$ cat src/rtl/sokoban_move_sequencer.sv
// sokoban_move_sequencer
//   Runs at most one Sokoban move per video frame against the shared map
//   tile RAM. It holds the player position, the count of boxes sitting on
//   targets and the game state. It bids for the single-port tile RAM with
//   ram_req; the renderer hands over the port with ram_gnt during blanking.
//   A move reads the tile ahead (and the one beyond it for a push), then
//   writes both tiles back and updates px/py and the win status.
//
// Parameters
//   MAP_W, MAP_H      map size in tiles
//   START_X, START_Y  player position after reset
//   NUM_BOX           boxes in the level; the game is won when all are on targets
//
// Ports
//   clk         pixel clock, the only clock
//   reset       asynchronous, active-low reset
//   vs          frame sync; a rising edge opens the move window
//   dir_move    one-hot direction: 0001 up, 0010 down, 0100 left, 1000 right
//   ram_gnt     tile RAM port granted this cycle
//   ram_rdata   tile read data, valid one clk after the read is accepted
//   ram_req     tile RAM access request
//   ram_addr    tile address = y*MAP_W + x
//   ram_we      write strobe, only ever high together with ram_gnt
//   ram_wdata   tile code: 0 empty, 1 wall, 2 box, 3 target, 5 box-on-target
//   px, py      player tile coordinates
//   busy        a move transaction is in progress
//   game_state  01 start, 10 gaming, 11 win
//   step_cnt    (STEP_COUNT_EN only) moves that changed px/py, saturating at 999
//
// Build option
//   `define STEP_COUNT_EN adds the step_cnt output and its counter.

module sokoban_move_sequencer #(
    parameter int MAP_W   = 16,
    parameter int MAP_H   = 12,
    parameter int START_X = 6,
    parameter int START_Y = 3,
    parameter int NUM_BOX = 1
) (
    input  logic       clk,
    input  logic       reset,
    input  logic       vs,
    input  logic [3:0] dir_move,
    input  logic       ram_gnt,
    input  logic [2:0] ram_rdata,
    output logic       ram_req,
    output logic [7:0] ram_addr,
    output logic       ram_we,
    output logic [2:0] ram_wdata,
    output logic [3:0] px,
    output logic [3:0] py,
    output logic       busy,
    output logic [1:0] game_state
`ifdef STEP_COUNT_EN
    ,
    output logic [9:0] step_cnt
`endif
);

    localparam int CW = (NUM_BOX < 1) ? 1 : $clog2(NUM_BOX + 1);

    typedef enum logic [3:0] {
        S_IDLE, S_REQ, S_RD1, S_CAP1, S_RD2, S_CAP2, S_WR2, S_WR1, S_DONE
    } state_t;

    typedef enum logic [1:0] {
        GS_START = 2'b01,
        GS_GAME  = 2'b10,
        GS_WIN   = 2'b11
    } gs_t;

    state_t        state, state_nx;
    gs_t           gs;
    logic          vs_q;
    logic          vs_edge;
    logic          dir_ok;
    logic          accept;
    logic [3:0]    dir_q;
    logic [2:0]    t1_q, t2_q;
    logic [CW-1:0] tgt_cnt, tgt_nx;
    int            tgt_sum;
    logic [3:0]    x1, y1, x2, y2;
    logic          t1_in, t2_in;
    logic          t1_free, t1_box, t2_blocked;
    logic          step_upd;

    function automatic logic [7:0] tile_addr(input logic [3:0] x, input logic [3:0] y);
        return 8'(int'(y) * MAP_W + int'(x));
    endfunction

    assign vs_edge    = vs & ~vs_q;
    assign game_state = gs;

    always_comb begin
        dir_ok = 1'b0;
        case (dir_move)
            4'b0001, 4'b0010, 4'b0100, 4'b1000: dir_ok = 1'b1;
            default:                            dir_ok = 1'b0;
        endcase
    end

    // A vs edge arriving mid-transaction is simply lost.
    assign accept = vs_edge && (gs == GS_GAME) && (state == S_IDLE) && dir_ok;

    // T1 = P+d and T2 = P+2d with their in-map checks; no wrap at the edges.
    always_comb begin
        x1    = px;
        y1    = py;
        x2    = px;
        y2    = py;
        t1_in = 1'b0;
        t2_in = 1'b0;
        case (dir_q)
            4'b0001: begin
                y1    = py - 4'd1;
                y2    = py - 4'd2;
                t1_in = (py != 4'd0);
                t2_in = (py >= 4'd2);
            end
            4'b0010: begin
                y1    = py + 4'd1;
                y2    = py + 4'd2;
                t1_in = (int'(py) < MAP_H - 1);
                t2_in = (int'(py) < MAP_H - 2);
            end
            4'b0100: begin
                x1    = px - 4'd1;
                x2    = px - 4'd2;
                t1_in = (px != 4'd0);
                t2_in = (px >= 4'd2);
            end
            4'b1000: begin
                x1    = px + 4'd1;
                x2    = px + 4'd2;
                t1_in = (int'(px) < MAP_W - 1);
                t2_in = (int'(px) < MAP_W - 2);
            end
            default: ;
        endcase
    end

    assign t1_free    = (ram_rdata == 3'd0) || (ram_rdata == 3'd3);
    assign t1_box     = (ram_rdata == 3'd2) || (ram_rdata == 3'd5);
    assign t2_blocked = (ram_rdata == 3'd1) || (ram_rdata == 3'd2) || (ram_rdata == 3'd5);

    // Box-on-target count after the WR1 update, clamped to 0..NUM_BOX.
    always_comb begin
        tgt_sum = int'(tgt_cnt);
        if (t2_q == 3'd3) tgt_sum = tgt_sum + 1;
        if (t1_q == 3'd5) tgt_sum = tgt_sum - 1;
        if (tgt_sum < 0) tgt_sum = 0;
        if (tgt_sum > NUM_BOX) tgt_sum = NUM_BOX;
        tgt_nx = CW'(tgt_sum);
    end

    always_ff @(posedge clk or negedge reset) begin
        if (!reset) state <= S_IDLE;
        else        state <= state_nx;
    end

    always_comb begin
        state_nx  = state;
        busy      = (state != S_IDLE);
        ram_req   = (state != S_IDLE) && (state != S_DONE);
        ram_we    = 1'b0;
        ram_addr  = '0;
        ram_wdata = '0;
        case (state)
            S_IDLE: if (accept) state_nx = S_REQ;
            S_REQ:  if (ram_gnt) state_nx = S_RD1;
            S_RD1: begin
                ram_addr = tile_addr(x1, y1);
                if (!t1_in)       state_nx = S_DONE;
                else if (ram_gnt) state_nx = S_CAP1;
            end
            S_CAP1: begin
                if (t1_box) state_nx = S_RD2;
                else        state_nx = S_DONE;
            end
            S_RD2: begin
                ram_addr = tile_addr(x2, y2);
                if (!t2_in)       state_nx = S_DONE;
                else if (ram_gnt) state_nx = S_CAP2;
            end
            S_CAP2: begin
                if (t2_blocked) state_nx = S_DONE;
                else            state_nx = S_WR2;
            end
            S_WR2: begin
                ram_addr  = tile_addr(x2, y2);
                ram_wdata = (t2_q == 3'd3) ? 3'd5 : 3'd2;
                ram_we    = ram_gnt;
                if (ram_gnt) state_nx = S_WR1;
            end
            S_WR1: begin
                ram_addr  = tile_addr(x1, y1);
                ram_wdata = (t1_q == 3'd5) ? 3'd3 : 3'd0;
                ram_we    = ram_gnt;
                if (ram_gnt) state_nx = S_DONE;
            end
            S_DONE:  state_nx = S_IDLE;
            default: state_nx = S_IDLE;
        endcase
    end

    assign step_upd = ((state == S_CAP1) && t1_free) || ((state == S_WR1) && ram_gnt);

    always_ff @(posedge clk or negedge reset) begin
        if (!reset) begin
            vs_q    <= 1'b0;
            dir_q   <= '0;
            t1_q    <= '0;
            t2_q    <= '0;
            tgt_cnt <= '0;
            px      <= 4'(START_X);
            py      <= 4'(START_Y);
            gs      <= GS_START;
        end else begin
            vs_q <= vs;
            if (accept) dir_q <= dir_move;
            if (state == S_CAP1) t1_q <= ram_rdata;
            if (state == S_CAP2) t2_q <= ram_rdata;
            if ((state == S_WR1) && ram_gnt) tgt_cnt <= tgt_nx;
            if (step_upd) begin
                px <= x1;
                py <= y1;
            end
            case (gs)
                GS_START: if (vs_edge) gs <= GS_GAME;
                GS_GAME:  if (int'(tgt_cnt) == NUM_BOX) gs <= GS_WIN;
                default:  gs <= gs;
            endcase
        end
    end

`ifdef STEP_COUNT_EN
    always_ff @(posedge clk or negedge reset) begin
        if (!reset) begin
            step_cnt <= '0;
        end else if (step_upd && (gs != GS_WIN) && (step_cnt < 10'd999)) begin
            step_cnt <= step_cnt + 10'd1;
        end
    end
`endif

endmodule
$ cat config.mk
export PLATFORM = sky130hd
export DESIGN_NAME = sokoban_move_sequencer
export DESIGN_NICKNAME = d
export VERILOG_FILES = /design/src/rtl/sokoban_move_sequencer.sv
export SDC_FILE = /design/constraint.sdc
export NUM_CORES = 1
export LEC_CHECK = 0
export CORE_ASPECT_RATIO = 0.8
export CORE_MARGIN = 10
export CORE_UTILIZATION = 55
export DETAILED_ROUTE_END_ITERATION = 7
export HOLD_SLACK_MARGIN = 0.08
export MAX_ROUTING_LAYER = met4
export PLACE_DENSITY = 0.82
export SETUP_SLACK_MARGIN = 0.3
export SLEW_MARGIN = 20
export SYNTH_ARGS = -nofsm -noshare
export SYNTH_HDL_FRONTEND = slang
export SYNTH_SLANG_ARGS = --single-unit
$ cat constraint.sdc
create_clock -name clk -period 4.15 [get_ports clk]
set_input_delay 0.83 -clock clk [delete_from_list [all_inputs] [get_ports clk]]
set_output_delay 0.83 -clock clk [all_outputs]
set_load 0.02 [all_outputs]
* Yosys cells after proc, flatten, opt, wreduce, memory -nomap -nowiden
Cells that the tools add are included.
Widths: inputs -> output; s select.
** Cells by class
- $add $sub $neg :: 12
- Order comparisons :: 8
- Equality and inequality tests :: 32
- Mux-type cells :: 30
- Bitwise gates (word level) :: 2
- Reduce and logical (&&, ||, !) cells :: 23
** Operator list (count)
- $mux 32 :: 2
- $mux 4 :: 10
- $gt 32x2->1 const B :: 1
- $lt 32x1->1 const B :: 1
- $pmux 4 s2 :: 4
- $pmux 4 s8 :: 1
- $sub 32x2->32 const B :: 1
- $eq 4x3->1 const B :: 6
- $add 8x4->8 :: 2
- $eq 4x2->1 const B :: 4
- $lt 4x4->1 const B :: 4
- $pmux 8 s2 :: 1
- $eq 4x1->1 const B :: 3
- $ne 2x2->1 const B :: 6
- $reduce_bool 4->1 :: 3
- $eq 3x2->1 const B :: 3
- $add 4x1->4 const B :: 2
- $add 4x2->4 const B :: 2
- $eq 4x4->1 const B :: 2
- $ge 4x2->1 const B :: 2
- $mux 2 :: 4
- $pmux 1 s4 :: 2
- $sub 4x1->4 const B :: 2
- $sub 4x2->4 const B :: 2
- 22 further kinds :: 37
** Word-level totals
- Bits in registers :: 26
- Bits of input ports :: 11
- Output and inout bits :: 24
- Logic and storage cells :: 116

* Depth between registers and ports, before layout
Gate-level depths: netlist of run 1.
- Depth after elaboration :: 8
- Mapped depth :: 10
- Depth with buffers taken out :: 8

* Worst setup path after synthesis of run 1
No wires, ideal clock.
- Path kind :: register to output
- Start :: reg dir_q[0]
- End :: out ram_addr[7]
- Arrival :: 2507 ps
- Required time :: 3320 ps
- Slack :: 813 ps
- Cell stages (with the launch flop) :: 10
- Path through :: dfrtp_1 buf_2 or4b_4 inv_1 ha_1 a21o_1 a21oi_1 mux2i_1 a221oi_1 a21oi_1
** Between the ends
- Word-level cells in the longest chain between the ends :: 4
- Elaborated cells between the ends (all ways) :: 11
** RTL lines
- from (decl) :: RTL line 78 : logic [3:0] dir_q;
- from (signal assigned) :: RTL line 220 : if (accept) dir_q <= dir_move;
- $eq 4x2->1, or another cell as far along :: RTL line 113 : case (dir_q)
- $pmux 4 s2 :: RTL line 113
- $add 8x4->8 :: RTL line 88 : return 8'(int'(y) * MAP_W + int'(x));
- $pmux 8 s2 (*) :: RTL line 168 : case (state)
- to (decl) :: RTL line 47 : output logic [7:0] ram_addr,
Every way passes the cells marked *; elsewhere a longest branch is shown, timed or not.

* Worst setup path after layout of run 1
Ends and elaborated chain as after synthesis.

==> results.cfg, run 1 <==
[die]
ios = 35
chipHeight_um = 76.5
die_area_um2 = 6940
start_util_pct = 57.4
core_um2 = 3830
die_x_um = 90.7
rows = 20

[detailed_routing]
vias = 2048
wl_met2_mm = 2.45
top_layer = met4
wl_met3_um = 387
drt-initial-drc-count = 248
via_per_inst = 6.06
ant_nets = 0
post-route-drc-count = 0
wl_per_cell_um = 15.9
dr.pass1.iters = 5
met1_length_mm = 2.51
wl_mm = 5.38

[timing]
rsz0062_at_grt = true
tightest_slew_ps = 842
timing.fmax_mhz = 264
fin_worst_hold_slack_ps = 480
fin_crit_ps = 3790
period_share_pct = 91.2
finalMaxSlewViolations = 0
relSlewSlack_pct = 43.1
hold_viol = 0
setup_viol = 0
tns_ps = 0
skew_ps = 5.62

[place]
hpwl_mm = 4.17
place.gp.congestion = 0.897
portBuffers = 34

[worst_setup_path]
r2r_cells = 9
start_kind = flop
required_ps = 3320
critPathTopFamily = compound AO/OA/AOI/OAI gates
timing.rr.end = py[3]$_DFFE_PN0P_
cpMostUsedCell = a21oi_1
path_cells = or4b_4 -> clkinvlp_4 -> ha_1 -> a21o_1 -> a21oi_1 -> mux2i_2 -> a221oi_1 -> a21oi_1 -> clkdlybuf4s15_2
cp-endpoint = ram_addr[7]
crit_path_max_incr_delay_ps = 630
cp_max_fo = 10
critPathBufInv = 2
slowest_stage = or4b_4
critical_path_class = flop to output pin
worstPathArrival_ps = 2960
r2r-start = dir_q[0]$_DFFE_PN0P_
cp-startpoint = dir_q[0]$_DFFE_PN0P_
critPathCaptureType = output pin
rrSetupSlack_ps = 1550
worst-path-stages = 9

[yosys]
synth_ff_type = dfrtp_1
synth_seq_area_share_pct = 29.9
ys_seq_elements = 26
ys_warn_count = 0
yosysTopAreaCell = dfrtp_1
synth-edff-count = 0
synthArstFlopShare_pct = 100
ys_types = 56
synth_top_cells_by_area = dfrtp_1 (24%), nand2_1 (7.2%), ha_1 (6.8%)
synth_top_area_share_pct = 23.9
syn-cell-area_um2 = 2200
synth_cells = 257
syn_nets = 283
avgSynthCellArea_um2 = 8.55

[cts]
cts_hold_buf = 0
cts_tree = done
htreeDepth = 1
cts.path.max_buffers = 2
insertion_delay_ps = 270
numCtsBuffers = 3
clk_pin_slew_ps = 80
cts_root_buffer = clkbuf_8
numClockSinks = 26

[power_and_ir_drop]
intPower_uw = 566
p_clk_share_pct = 17.2
powerDensity_nw_per_um2 = 359
swShare_pct = 40.0
power_frac_comb_pct = 42.9
leakage_uw = 0.00113
seq_power_share_pct = 39.9
switchingPower_uw = 378
peakVddDrop_uv = 248

[global_routing]
overflow = 0
grt_max_degree = 27
grtUsageTotal_pct = 15.1
antenna_found_initial = 0
grt_first_pass_wirelength_mm = 8.70
grt_pass1_vias = 1818

[min_path]
hp-class = flop to flop

[status]
status = finished, final reports clean

[layout]
areaGrowthSynthToFinish_pct = 19.6
fill_cells = 326
drive_above_1_share_pct = 9.19
nNetsFinal = 310
antenna_cells = 0

[flow_run]
cap_violations = 0
==> stage by stage <==
| step | total power, uW | area [um^2] | setup WS [ps] | util (%) | instances |
|---|---|---|---|---|---|
| after floorplan | 641 | 2200 | 813 | - | 257 |
| after global placement | 767 | 2550 | 302 | 66.5 | 333 |
| after detailed placement | 778 | 2550 | 259 | 66.5 | 333 |
| after CTS | 940 | 2610 | 309 | 68.2 | 338 |
| after global routing | 1010 | 2630 | 215 | 68.6 | 338 |
| final | 944 | 2630 | 364 | 68.6 | 338 |
==> worst min path at each step <==
stage | endpoint | slack (ps) | startpoint | cells after the start
floorplan | t1_q[2]$_DFFE_PN0P_ | 440 | t1_q[2]$_DFFE_PN0P_ | 2
global placement | t1_q[0]$_DFFE_PN0P_ | 450 | t1_q[0]$_DFFE_PN0P_ | 2
detailed placement | t2_q[2]$_DFFE_PN0P_ | 460 | t2_q[2]$_DFFE_PN0P_ | 2
CTS | t2_q[2]$_DFFE_PN0P_ | 490 | t2_q[2]$_DFFE_PN0P_ | 2
global route | t1_q[1]$_DFFE_PN0P_ | 510 | t1_q[1]$_DFFE_PN0P_ | 2
finish | t1_q[2]$_DFFE_PN0P_ | 480 | t1_q[2]$_DFFE_PN0P_ | 2
==> power groups by stage <==
stage               sequential (uW)  clock [uW]  combinational (uW)
floorplan                       349           0                 292
global placement                376           0                 390
detailed placement              379           0                 399
CTS                             374         164                 402
global route                    388         177                 442
finish                          377         162                 405
==> Yosys cell counts (5+ instances only) <==
cell,number
nand2_1,42
dfrtp_1,21
nor2_1,18
o21ai_0,16
a21oi_1,15
ha_1,12
inv_1,12
clkbuf_1,8
nand2b_1,7
mux2_1,6
dfstp_2,5
or4b_1,5
xnor2_1,5
==> repair_timing <==
item / 4_1_cts / 5_1_grt
endpoints found under the setup margin: 4 / 4
resized for setup: 5 / 6
gates cloned: 0 / 0
buffers inserted: 1 / 0
pin swaps: 0 / 0
==> area by class of cell <==
class	count	area [um^2]	share of cell area, %
tap	55	68.8	2.62
multi-input combinational	204	1440	54.6
sequential	26	657	25.0
timing repair buffer	36	357	13.6
clock buffer	4	55.1	2.10
inverter	13	55.1	2.10
==> metal layers <==
layer	up-vias	global-route usage [%]
met5	-	-
met1	977	20.1
met4	0	3.33
met2	83	22.7
li1	982	-
met3	6	3.15
==> placed cells by master, fill, tap and decap left out, drive strengths merged, types with 2 or more instances in the layout <==
cell / n
fa: 3
mux2: 7
ha: 12
or4b: 6
nor4: 2
clkdlybuf4s50: 30
o22ai: 3
inv: 12
dfrtp: 21
nor2b: 2
dfstp: 5
nor3: 5
xor2: 4
nor2: 18
o211ai: 3
nand3: 4
o21ai: 16
a21o: 4
a31oi: 4
a22oi: 4
o31ai: 4
nand2b: 7
o22a: 2
nor4b: 3
nand3b: 2
nand2: 42
or3: 3
clkbuf: 5
and3b: 2
a221oi: 2
dlymetal6s2s: 2
buf: 2
mux2i: 4
a21oi: 15
xnor2: 5
==> worst register-to-register path, delay by kind of cell, from the launching register on <==
kind,cells,cell delay [ps]
AOI/OAI and AO/OA,2,380
buffers and inverters,2,300
muxes,1,280
DFF,1,480
xor gates and xnor gates,1,150
adders and majority gates,1,230
and+or+nand+nor,2,680
==> logic make-up (layout without fill, tap and decap cells) <==
| kind of cell | after synthesis | after routing | synth area share (%) |
|---|---|---|---|
| adder cells (fa/ha/maj) | 15 | 15 | 9.57 |
| multiplexers | 11 | 11 | 5.58 |
| buffers and inverters | 27 | 53 | 5.41 |
| XOR/XNOR | 9 | 9 | 3.59 |
| AO/OA/AOI/OAI | 68 | 68 | 21.8 |
| AND/OR/NAND/NOR | 101 | 101 | 24.2 |
| flip-flops | 26 | 26 | 29.9 |
==> flip-flops by register name, summed over array words and instances (netlist names) <==
signal      flops
dir_q           4
game_state      2
px              4
py              4
state           4
t1_q            3
t2_q            3
tgt_cnt         1
vs_q            1
Power figures use the tool's default switching activity.
==> inputs of run 2 (changes only) <==
--- a/config.mk
+++ b/config.mk
@@ -5,6 +5,7 @@
 export SDC_FILE = /design/constraint.sdc
 export NUM_CORES = 1
 export LEC_CHECK = 0
+export ABC_AREA = 1
 export CORE_ASPECT_RATIO = 0.8
 export CORE_MARGIN = 10
 export CORE_UTILIZATION = 55
==> run 2 against run 1 <==
Net effect:
- combinational power down 86%
- synthesized cell count up 15%
- die area down 2.6%
- worst hold slack about the same
- clock power about the same
- critical path depth up 1
- register-to-register slack better by 560 ps
- via count down 2.1%
- sequential power down 29%
- flip-flop and latch count unchanged
- largest cell class unchanged
==> results.cfg, run 2 <==
[yosys]
avgSynthCellArea_um2 = 7.16
syn-cell-area_um2 = 2120
synth_seq_area_share_pct = 31.0
synth_cells = 296
synth_top_cells_by_area = dfrtp_1 (25%), nand2_1 (13%), ha_1 (7.1%)
yosysTopAreaCell = dfrtp_1
syn_nets = 322
synthArstFlopShare_pct = 100
synth-edff-count = 0
ys_warn_count = 0
ys_seq_elements = 26
synthTopCellsByCount = nand2_1 (71), inv_1 (35), nor2_1 (25), o21ai_0 (25), dfrtp_1 (21)
synth_top_area_share_pct = 24.8
ys_types = 33
synth.most_common_cell = nand2_1
synth_ff_type = dfrtp_1

[die]
core_um2 = 3750
die_x_um = 89.4
start_util_pct = 56.5
ios = 35
die_area_um2 = 6760
rows = 20
chipHeight_um = 75.5

[cts]
cts_root_buffer = clkbuf_8
numCtsBuffers = 3
insertion_delay_ps = 270
numClockSinks = 26
cts_setup_buffers = 0
cts.path.max_buffers = 2
cts_tree = done
htreeDepth = 1
cts_resized = 0
cts_hold_buf = 0
clk_pin_slew_ps = 90

[layout]
final_core_util_pct = 68.7
drive_above_1_share_pct = 15.5
nNetsFinal = 362
areaGrowthSynthToFinish_pct = 21.6
seqCellArea_um2 = 657
layout_commonest_cell = nand2_1
layout_common_cells = nand2_1 (71), inv_1 (35), clkdlybuf4s50_1 (34)
fill_cells = 302
multi_input_area_um2 = 1290
antenna_cells = 0

[timing]
setup_viol = 0
finalMaxSlewViolations = 0
skew_ps = 4.38
tns_ps = 0
fin_worst_hold_slack_ps = 480
tightest_slew_ps = 377
fin_crit_ps = 3670
period_share_pct = 88.5
timing.fmax_mhz = 272
rsz0062_at_grt = false
hold_viol = 0
relSlewSlack_pct = 74.8

[worst_setup_path]
path_cells = nor2_1 -> nand2_2 -> ha_1 -> a21oi_1 -> nand2_1 -> o21ai_0 -> xor2_1 -> nand2_1 -> o21ai_0 -> clkdlybuf4s50_1
rrSetupSlack_ps = 2110
critPathBufInv = 1
crit_path_max_incr_delay_ps = 620
cp_max_fo = 6
slowest_stage = clkdlybuf4s50_1
start_kind = flop
r2r-start = dir_q[1]$_DFFE_PN0P_
r2r_cells = 9
critPathTopFamily = buffers and inverters
critical_path_class = flop to output pin
required_ps = 3320
worstPathArrival_ps = 2840
timing.rr.end = px[3]$_DFFE_PN0P_
critPathCaptureType = output pin

[detailed_routing]
drt-initial-drc-count = 174
wl_mm = 4.90
ant_nets = 0
vias = 2005
via_per_inst = 5.29
dr.pass1.iters = 5
post-route-drc-count = 0
wl_per_cell_um = 12.9

[flow_run]
cap_violations = 0

[place]
place.gp.congestion = 0.912
hpwl_mm = 4.01
portBuffers = 34

[power_and_ir_drop]
peakVddDrop_uv = 171
switchingPower_uw = 116
intPower_uw = 367
swShare_pct = 24.0
p_clk_share_pct = 33.7
power_frac_comb_pct = 11.4
powerDensity_nw_per_um2 = 188
seq_power_share_pct = 54.9
leakage_uw = 0.00118

[global_routing]
grt_first_pass_wirelength_mm = 8.13
grt_max_degree = 27
overflow = 0
grt_pass1_vias = 1797
grtUsageTotal_pct = 15.4
antenna_found_initial = 0

[min_path]
holdPathStages = 2
min_to = t2_q[2]$_DFFE_PN0P_
hp-class = flop to flop
hp-start = t2_q[2]$_DFFE_PN0P_

[status]
status = finished, final reports clean
==> run 2: cell types whose count changed after synthesis, moves of 7 or more <==
cell	change
nand3_1	+11
nand2b_1	-7
o21ai_0	+9
nor2_1	+7
clkbuf_1	-8
inv_1	+23
nand2_1	+29
nand2_2	+13
inv_2	+12
==> run 2: power groups by stage <==
stage | sequential (uW) | clock [uW] | combinational [uW]
finish | 266 | 163 | 55.0
global route | 266 | 175 | 61.5
CTS | 266 | 166 | 55.5
detailed placement | 271 | 0 | 55.3
global placement | 270 | 0 | 54.1
floorplan | 272 | 0 | 23.1
==> run 2: cells by family (layout without fill, tap and decap cells) <==
| logic type | after synthesis | after routing | share of synthesized area, % |
|---|---|---|---|
| DFF | 26 | 26 | 31.0 |
| xor gates and xnor gates | 6 | 6 | 2.48 |
| and+or+nand+nor | 146 | 146 | 32.2 |
| adders and majority gates | 15 | 15 | 9.91 |
| AOI/OAI and AO/OA | 56 | 56 | 16.1 |
| buffers and inverters | 47 | 86 | 8.32 |
==> run 2: cell type report <==
cell class	count	share of cell area [%]
repair buffers	35	13.5
multi-input cells	223	49.9
well taps	44	2.13
clock buffers	4	2.13
flip-flops and latches	26	25.5
inverters	47	6.84
==> run 2: per-stage QoR <==
step	setup slack (ps)	cell area [um^2]	cells	power, uW
after floorplan	1440	2120	296	295
after global placement	881	2520	375	324
after detailed placement	805	2520	375	326
final	478	2580	379	484
after CTS	494	2580	379	488
after global routing	306	2580	379	503
==> run 2: worst max path at each step <==
stage	to	slack, ps	cells past startpoint	start
after global placement	ram_addr[3]	880	10	dir_q[1]$_DFFE_PN0P_
after CTS	ram_addr[3]	490	10	dir_q[1]$_DFFE_PN0P_
after floorplan	ram_addr[3]	1440	8	px[1]$_DFFE_PN1P_
final	ram_addr[3]	480	10	dir_q[1]$_DFFE_PN0P_
after global routing	ram_addr[7]	310	10	dir_q[2]$_DFFE_PN0P_
after detailed placement	ram_addr[3]	800	10	dir_q[1]$_DFFE_PN0P_
==> run 2: tightest hold or removal path, cell delays in order, from the launching register on <==
cell,delay [ps]
dfrtp_1,350
nand2_1,50
nand2_1,50
==> run 2: per-layer routing <==
| metal | global-route usage [%] | vias up | wire length, um |
|---|---|---|---|
| met5 | - | - | 0 |
| met4 | 3.70 | 0 | 49 |
| met3 | 3.31 | 4 | 319 |
| met2 | 22.8 | 64 | 2110 |
| met1 | 20.9 | 900 | 2420 |
| li1 | - | 1037 | - |
